### config.mk
export PLATFORM = sky130hd
export DESIGN_NAME = mmio_interconnect
export DESIGN_NICKNAME = d
export VERILOG_FILES = /design/src/rtl/mmio_interconnect.sv
export SDC_FILE = /design/constraint.sdc
export NUM_CORES = 1
export LEC_CHECK = 0
export BUFFER_PORTS_ARGS = -buffer_cell sky130_fd_sc_hd__buf_4
export CAP_MARGIN = 30
export CELL_PAD_IN_SITES_DETAIL_PLACEMENT = 0
export CELL_PAD_IN_SITES_GLOBAL_PLACEMENT = 1
export CORE_ASPECT_RATIO = 1.4
export CORE_MARGIN = 2
export CORE_UTILIZATION = 34
export CTS_CLUSTER_DIAMETER = 120
export DETAILED_ROUTE_END_ITERATION = 16
export PLACE_DENSITY = 0.85
export SYNTH_ARGS = -nofsm -noshare
export SYNTH_HDL_FRONTEND = slang
export SYNTH_SLANG_ARGS = --single-unit
### constraint.sdc
create_clock -name clk -period 3.1 [get_ports clk]
set_input_delay 0.155 -clock clk [delete_from_list [all_inputs] [get_ports clk]]
set_output_delay 0.155 -clock clk [all_outputs]
set_load 0.02 [all_outputs]
### src/rtl/mmio_interconnect.sv
// mmio_interconnect: base/size decoded cpu-to-slave bridge with a registered req/ready handshake and sticky error log.
// Optional feature macro MMIO_TIMEOUT_EN adds an ACCESS watchdog that aborts stalled slaves with an error response.
module mmio_interconnect #(
    parameter int NUM_SLAVES = 4,
    parameter int ADDR_W = 32,
    parameter int DATA_W = 8,
    parameter logic [NUM_SLAVES*ADDR_W-1:0] SLAVE_BASE = {32'h2000, 32'h1000, 32'h0, 32'h0},
    parameter logic [NUM_SLAVES*ADDR_W-1:0] SLAVE_SIZE = {32'h4, 32'h1000, 32'h1000, 32'h0},
    parameter int TIMEOUT_CYCLES = 16
) (
    input  logic                         clk,
    input  logic                         rst,
    input  logic                         m_req,
    input  logic [ADDR_W-1:0]            m_addr,
    input  logic                         m_we,
    input  logic [DATA_W-1:0]            m_wdata,
    output logic [DATA_W-1:0]            m_rdata,
    output logic                         m_ready,
    output logic                         m_err,
    output logic [NUM_SLAVES-1:0]        s_sel,
    output logic [ADDR_W-1:0]            s_addr,
    output logic                         s_we,
    output logic [DATA_W-1:0]            s_wdata,
    input  logic [NUM_SLAVES*DATA_W-1:0] s_rdata,
    input  logic [NUM_SLAVES-1:0]        s_ready,
    output logic                         err_valid,
    output logic [ADDR_W-1:0]            err_addr,
    input  logic                         err_clr
);

    localparam int IDX_W = (NUM_SLAVES > 1) ? $clog2(NUM_SLAVES) : 1;

    typedef enum logic [1:0] {IDLE, ACCESS, RESP} state_t;

    state_t                  state_reg, state_next;
    logic [NUM_SLAVES-1:0]   sel_reg;
    logic [ADDR_W-1:0]       addr_reg;
    logic                    we_reg;
    logic [DATA_W-1:0]       wdata_reg;
    logic [DATA_W-1:0]       rdata_reg;
    logic                    err_reg;
    logic [IDX_W-1:0]        idx_reg;
    logic                    err_valid_reg;
    logic [ADDR_W-1:0]       err_addr_reg;

    logic [NUM_SLAVES-1:0]   hit;
    logic [ADDR_W-1:0]       offset [NUM_SLAVES];
    logic                    any_hit;
    logic [IDX_W-1:0]        hit_idx;
    logic [ADDR_W-1:0]       hit_offset;
    logic [NUM_SLAVES-1:0]   hit_onehot;
    logic                    slave_done;
    logic [DATA_W-1:0]       slave_data;
    logic                    unmapped_req;
    logic                    new_err;
    logic [ADDR_W-1:0]       new_err_addr;

    // Limit is computed one bit wider so a window touching the top of the address space never wraps.
    generate
        for (genvar gi = 0; gi < NUM_SLAVES; gi++) begin : g_decode
            localparam logic [ADDR_W-1:0] BASE  = SLAVE_BASE[gi*ADDR_W +: ADDR_W];
            localparam logic [ADDR_W-1:0] SIZE  = SLAVE_SIZE[gi*ADDR_W +: ADDR_W];
            localparam logic [ADDR_W:0]   LIMIT = {1'b0, BASE} + {1'b0, SIZE};
            assign hit[gi]    = (SIZE != '0) && (m_addr >= BASE) && ({1'b0, m_addr} < LIMIT);
            assign offset[gi] = m_addr - BASE;
        end
    endgenerate

    // Descending scan: the last match written is the lowest index, which wins on overlap.
    always_comb begin
        any_hit    = 1'b0;
        hit_idx    = '0;
        hit_offset = '0;
        hit_onehot = '0;
        for (int i = NUM_SLAVES - 1; i >= 0; i--) begin
            if (hit[i]) begin
                any_hit       = 1'b1;
                hit_idx       = IDX_W'(i);
                hit_offset    = offset[i];
                hit_onehot    = '0;
                hit_onehot[i] = 1'b1;
            end
        end
    end

    always_comb begin
        slave_done = 1'b0;
        slave_data = '0;
        for (int i = 0; i < NUM_SLAVES; i++) begin
            if (idx_reg == IDX_W'(i)) begin
                slave_done = s_ready[i];
                slave_data = s_rdata[i*DATA_W +: DATA_W];
            end
        end
    end

    assign unmapped_req = (state_reg == IDLE) && m_req && !any_hit;

`ifdef MMIO_TIMEOUT_EN
    localparam int TMO_W = $clog2(TIMEOUT_CYCLES + 1);

    logic [TMO_W-1:0]  tmo_cnt_reg;
    logic [ADDR_W-1:0] req_addr_reg;
    logic              tmo_expire;

    // A slave answering on the expiry cycle still completes normally.
    assign tmo_expire = (state_reg == ACCESS) && !slave_done
                        && (tmo_cnt_reg == TMO_W'(TIMEOUT_CYCLES - 1));

    always_ff @(posedge clk) begin
        if (rst) begin
            tmo_cnt_reg  <= '0;
            req_addr_reg <= '0;
        end else begin
            if (state_reg == ACCESS && !slave_done && !tmo_expire)
                tmo_cnt_reg <= tmo_cnt_reg + 1'b1;
            else
                tmo_cnt_reg <= '0;
            if (state_reg == IDLE && m_req && any_hit)
                req_addr_reg <= m_addr;
        end
    end

    assign new_err      = unmapped_req || tmo_expire;
    assign new_err_addr = tmo_expire ? req_addr_reg : m_addr;
`else
    assign new_err      = unmapped_req;
    assign new_err_addr = m_addr;
`endif

    always_ff @(posedge clk) begin
        if (rst) state_reg <= IDLE;
        else     state_reg <= state_next;
    end

    always_comb begin
        state_next = state_reg;
        case (state_reg)
            IDLE: begin
                if (m_req) state_next = any_hit ? ACCESS : RESP;
            end
            ACCESS: begin
                if (slave_done) state_next = RESP;
`ifdef MMIO_TIMEOUT_EN
                else if (tmo_expire) state_next = RESP;
`endif
            end
            RESP:    state_next = IDLE;
            default: state_next = IDLE;
        endcase
    end

    always_ff @(posedge clk) begin
        if (rst) begin
            sel_reg   <= '0;
            addr_reg  <= '0;
            we_reg    <= 1'b0;
            wdata_reg <= '0;
            rdata_reg <= '0;
            err_reg   <= 1'b0;
            idx_reg   <= '0;
        end else begin
            case (state_reg)
                IDLE: begin
                    if (m_req && any_hit) begin
                        sel_reg   <= hit_onehot;
                        addr_reg  <= hit_offset;
                        we_reg    <= m_we;
                        wdata_reg <= m_wdata;
                        idx_reg   <= hit_idx;
                    end else if (m_req) begin
                        rdata_reg <= '0;
                        err_reg   <= 1'b1;
                    end
                end
                ACCESS: begin
                    if (slave_done) begin
                        sel_reg   <= '0;
                        rdata_reg <= we_reg ? '0 : slave_data;
                        err_reg   <= 1'b0;
                    end
`ifdef MMIO_TIMEOUT_EN
                    else if (tmo_expire) begin
                        sel_reg   <= '0;
                        rdata_reg <= '0;
                        err_reg   <= 1'b1;
                    end
`endif
                end
                default: ;
            endcase
        end
    end

    // A clear coinciding with a new error loses: the new error is logged as the first one.
    always_ff @(posedge clk) begin
        if (rst) begin
            err_valid_reg <= 1'b0;
            err_addr_reg  <= '0;
        end else if (new_err) begin
            err_valid_reg <= 1'b1;
            if (!err_valid_reg || err_clr) err_addr_reg <= new_err_addr;
        end else if (err_clr) begin
            err_valid_reg <= 1'b0;
            err_addr_reg  <= '0;
        end
    end

    assign m_ready   = (state_reg == RESP);
    assign m_err     = (state_reg == RESP) && err_reg;
    assign m_rdata   = rdata_reg;
    assign s_sel     = sel_reg;
    assign s_addr    = addr_reg;
    assign s_we      = we_reg;
    assign s_wdata   = wdata_reg;
    assign err_valid = err_valid_reg;
    assign err_addr  = err_addr_reg;

endmodule

==> summary.txt <==
Setup path
  – Worst Setup End Kind: flip-flop
  – R2R setup slack: 1020 ps
  – Worst setup SP type: input port
  – R2r worst-path depth: 7
  – Worst path bufs/invs: 4
  – Critical-path top delay cell: and4b_1
  – R2r startpoint: idx_reg[0]
  – Max FO, Critical Path: 20
  – Instance count on the critical path: 11
  – Crit-path leading delay family: simple AND/OR/NAND/NOR gates
  – CP Class: in2reg
  – CP Cell Sequence: buf_4, inv_1, ha_1, nor3b_1, and4_1, a211oi_1, buf_4, nor2_2, and4b_1, buf_8, a22o_1
  – Crit path largest cell delay: 570 ps
  – Most frequent CP cell: buf_4
  – WP data arrival: 2620 ps
  – CP required: 3370 ps
  – Worst reg2reg endpoint: s_sel[2]

Clock network
  – CTS tree: done
  – # Post-CTS Setup Buffers: 0
  – CTS H-tree lvls: 3
  – Post-cts sizing count: 0
  – Count of hold buffers inserted by post-cts repair: 0
  – Insertion delay to the later sink of the worst-skew pair: 340 ps
  – Root Buffer: clkbuf_16
  – CTS clk-pin slew, worst paths: 70 ps
  – Number of buffers created by CTS: 9
  – Clock sink total: 90
  – Max clock buf depth: 2

Timing
  – RSZ-0062 raised after global routing: no
  – Setup TNS: 0 ps
  – Hold Fails Final Rpt: 0
  – Final Skew: 9.59 ps
  – Tmin final: 2340 ps
  – Slew HR: 0.584
  – Min Hold Slack: 39.8 ps
  – Fmax: 427 MHz
  – Final setup viols: 0
  – Slew Limit Fails: 0
  – Share of the clock period used by the worst path: 0.756
  – Worst-margin pin slew: 620 ps

Synthesis
  – Synth area leaders: dfxtp_1 (50%), a22o_1 (7.7%), mux4_2 (5.6%), nand2_1 (5.1%), a21oi_1 (3.7%)
  – Post-synth EDFFs: 0
  – Mapped Cells: 373
  – Count leader, synth: dfxtp_1
  – Netlist Area Pre-Place: 3620 um2
  – Most frequent cells after synthesis: dfxtp_1 (90), nand2_1 (49), a22o_1 (32), a21oi_1 (27), nor2_1 (24)
  – Seq/Total Area, Yosys: 0.497
  – Warnings, synthesis: 0
  – Syn nets: 460
  – Post-synth top area cell: dfxtp_1
  – Yosys top cell area share: 0.497
  – Main flop type after synthesis: dfxtp_1
  – #FFs+latches synth: 90
  – Distinct cells, synth: 44
  – Asr flop ratio synth: 0
  – Syn_area_per_cell: 9.71 um2

Routing
  – Post-route ant nets: 0
  – Drt total wl: 10.1 mm
  – Initial DRC count: 114
  – First-pass detailed-route iteration total: 4
  – # DRC: 0
  – Vias per cell: 4.99
  – Via count: 3401
  – DR WL/cell: 14.8 um

Min path
  – WHS Endpoint: err_addr[26]
  – Hold Crit Class: in2reg
  – Hold depth: 2
  – Min-Delay Startpoint: m_addr[26]

Layout
  – Area Overhead vs Synth: 48.4%
  – Final core occ: 0.517
  – N_diodes: 0
  – Share of layout cells above drive strength 1: 0.387
  – Design area: 5380 um2
  – Final net count: 625

Floorplanning
  – Core area: 10400 um2
  – I/O pin count: 169
  – Rows: 44
  – Initial Utilization: 0.348
  – Die ar.: 11500 um2
  – Die H: 126 um
  – Die span in x: 91.3 um

Run status
  – Status: completed

Global route
  – Largest net degree at the start of global routing: 56
  – Initial antenna violation count: 0
  – Gr usage total: 0.178
  – First-pass GRT wire length: 16.4 mm
  – Vias in the first global route: 3372
  – Total grt overflow: 0

Power
  – Leak pwr: 0.00229 uW
  – Total chip power: 2580 uW
  – PD cells: 480 nW/um2
  – Max VDD drop: 0.265 mV

Placed design
  – Final GP Congestion: 0.847
  – Hpwl dp: 7.79 mm
  – Dpl cell area: 5070 um2
  – Port Buffers: 167

Job
  – Total of max-cap violations: 0
## metal layers
layer	vias up	wire, um	part of all wire	GRT usage
li1	1671	-	-	-
met1	1600	4130	0.41	0.215
met2	117	5170	0.51	0.304
met3	13	645	0.064	0.0496
met4	0	145	0.014	0.0588
met5	-	0	0	0
## cell families after synthesis
logic type / after synthesis / synth area share
mux: 11 / 0.0615
buf+inv: 35 / 0.0421
other cells: 1 / 0.00103
flops: 90 / 0.497
fa+ha+maj: 6 / 0.0207
simple gates: 133 / 0.182
compound gates: 97 / 0.195
## cell usage in the layout (no fill, tap or decap), drive strengths merged, types with 2 or more instances in the layout
master	instances
nand4	4
o31a	2
a221oi	2
dfxtp	90
a211oi	11
a22o	32
and3	2
o21a	3
and2	10
nand2	49
nand3	9
nor4b	2
nor2b	2
or3	2
mux2i	2
nor3b	3
clkinvlp	2
nor4	7
ha	6
nand2b	12
clkbuf	9
nor3	2
a21oi	27
nor2	25
o21ai	12
a311oi	2
mux4	9
buf	180
inv	13
## layout make-up
class	count	area, um2
fillers	977	5030
flip-flops and latches	90	1800
multi-input cells	248	1690
repair buffers	180	1370
clock buffers	9	225
well taps	138	173
clock inverters	7	82.6
inverters	9	33.8
## how the worst max path moves through the flow
stage	slack (ps)	end	start
after global routing	500	err_addr[19]	m_addr[13]
after floorplan	900	err_addr[10]	m_addr[18]
after CTS	750	err_addr[19]	m_addr[13]
final	760	err_addr[19]	m_addr[13]
after detailed placement	410	err_addr[20]	m_addr[13]
after global placement	270	err_addr[30]	m_addr[13]
## stage by stage
| stage | worst slack [ps] | cells |
|---|---|---|
| 4_1_cts | 754 | 681 |
| 6_report | 756 | 681 |
| 3_5_place_dp | 412 | 665 |
| 2_1_floorplan | 897 | 373 |
| 5_1_grt | 495 | 681 |
| 3_3_place_gp | 273 | 663 |
## worst register-to-register path: stages, from the launching register on
cell and delay, ps:
dfxtp_1 310, buf_4 210, mux4_2 550, o21a_1 340
o21a_1 180, o31a_1 140, mux2i_1 170, nor2_1 60
## power by group
group / total [uW] / internal (uW) / switching [uW]
clock: 1120 / 639 / 479
combinational: 265 / 138 / 127
sequential: 1200 / 1180 / 14.7
total: 2580 / 1960 / 622
(Power assumes the default switching activity.)
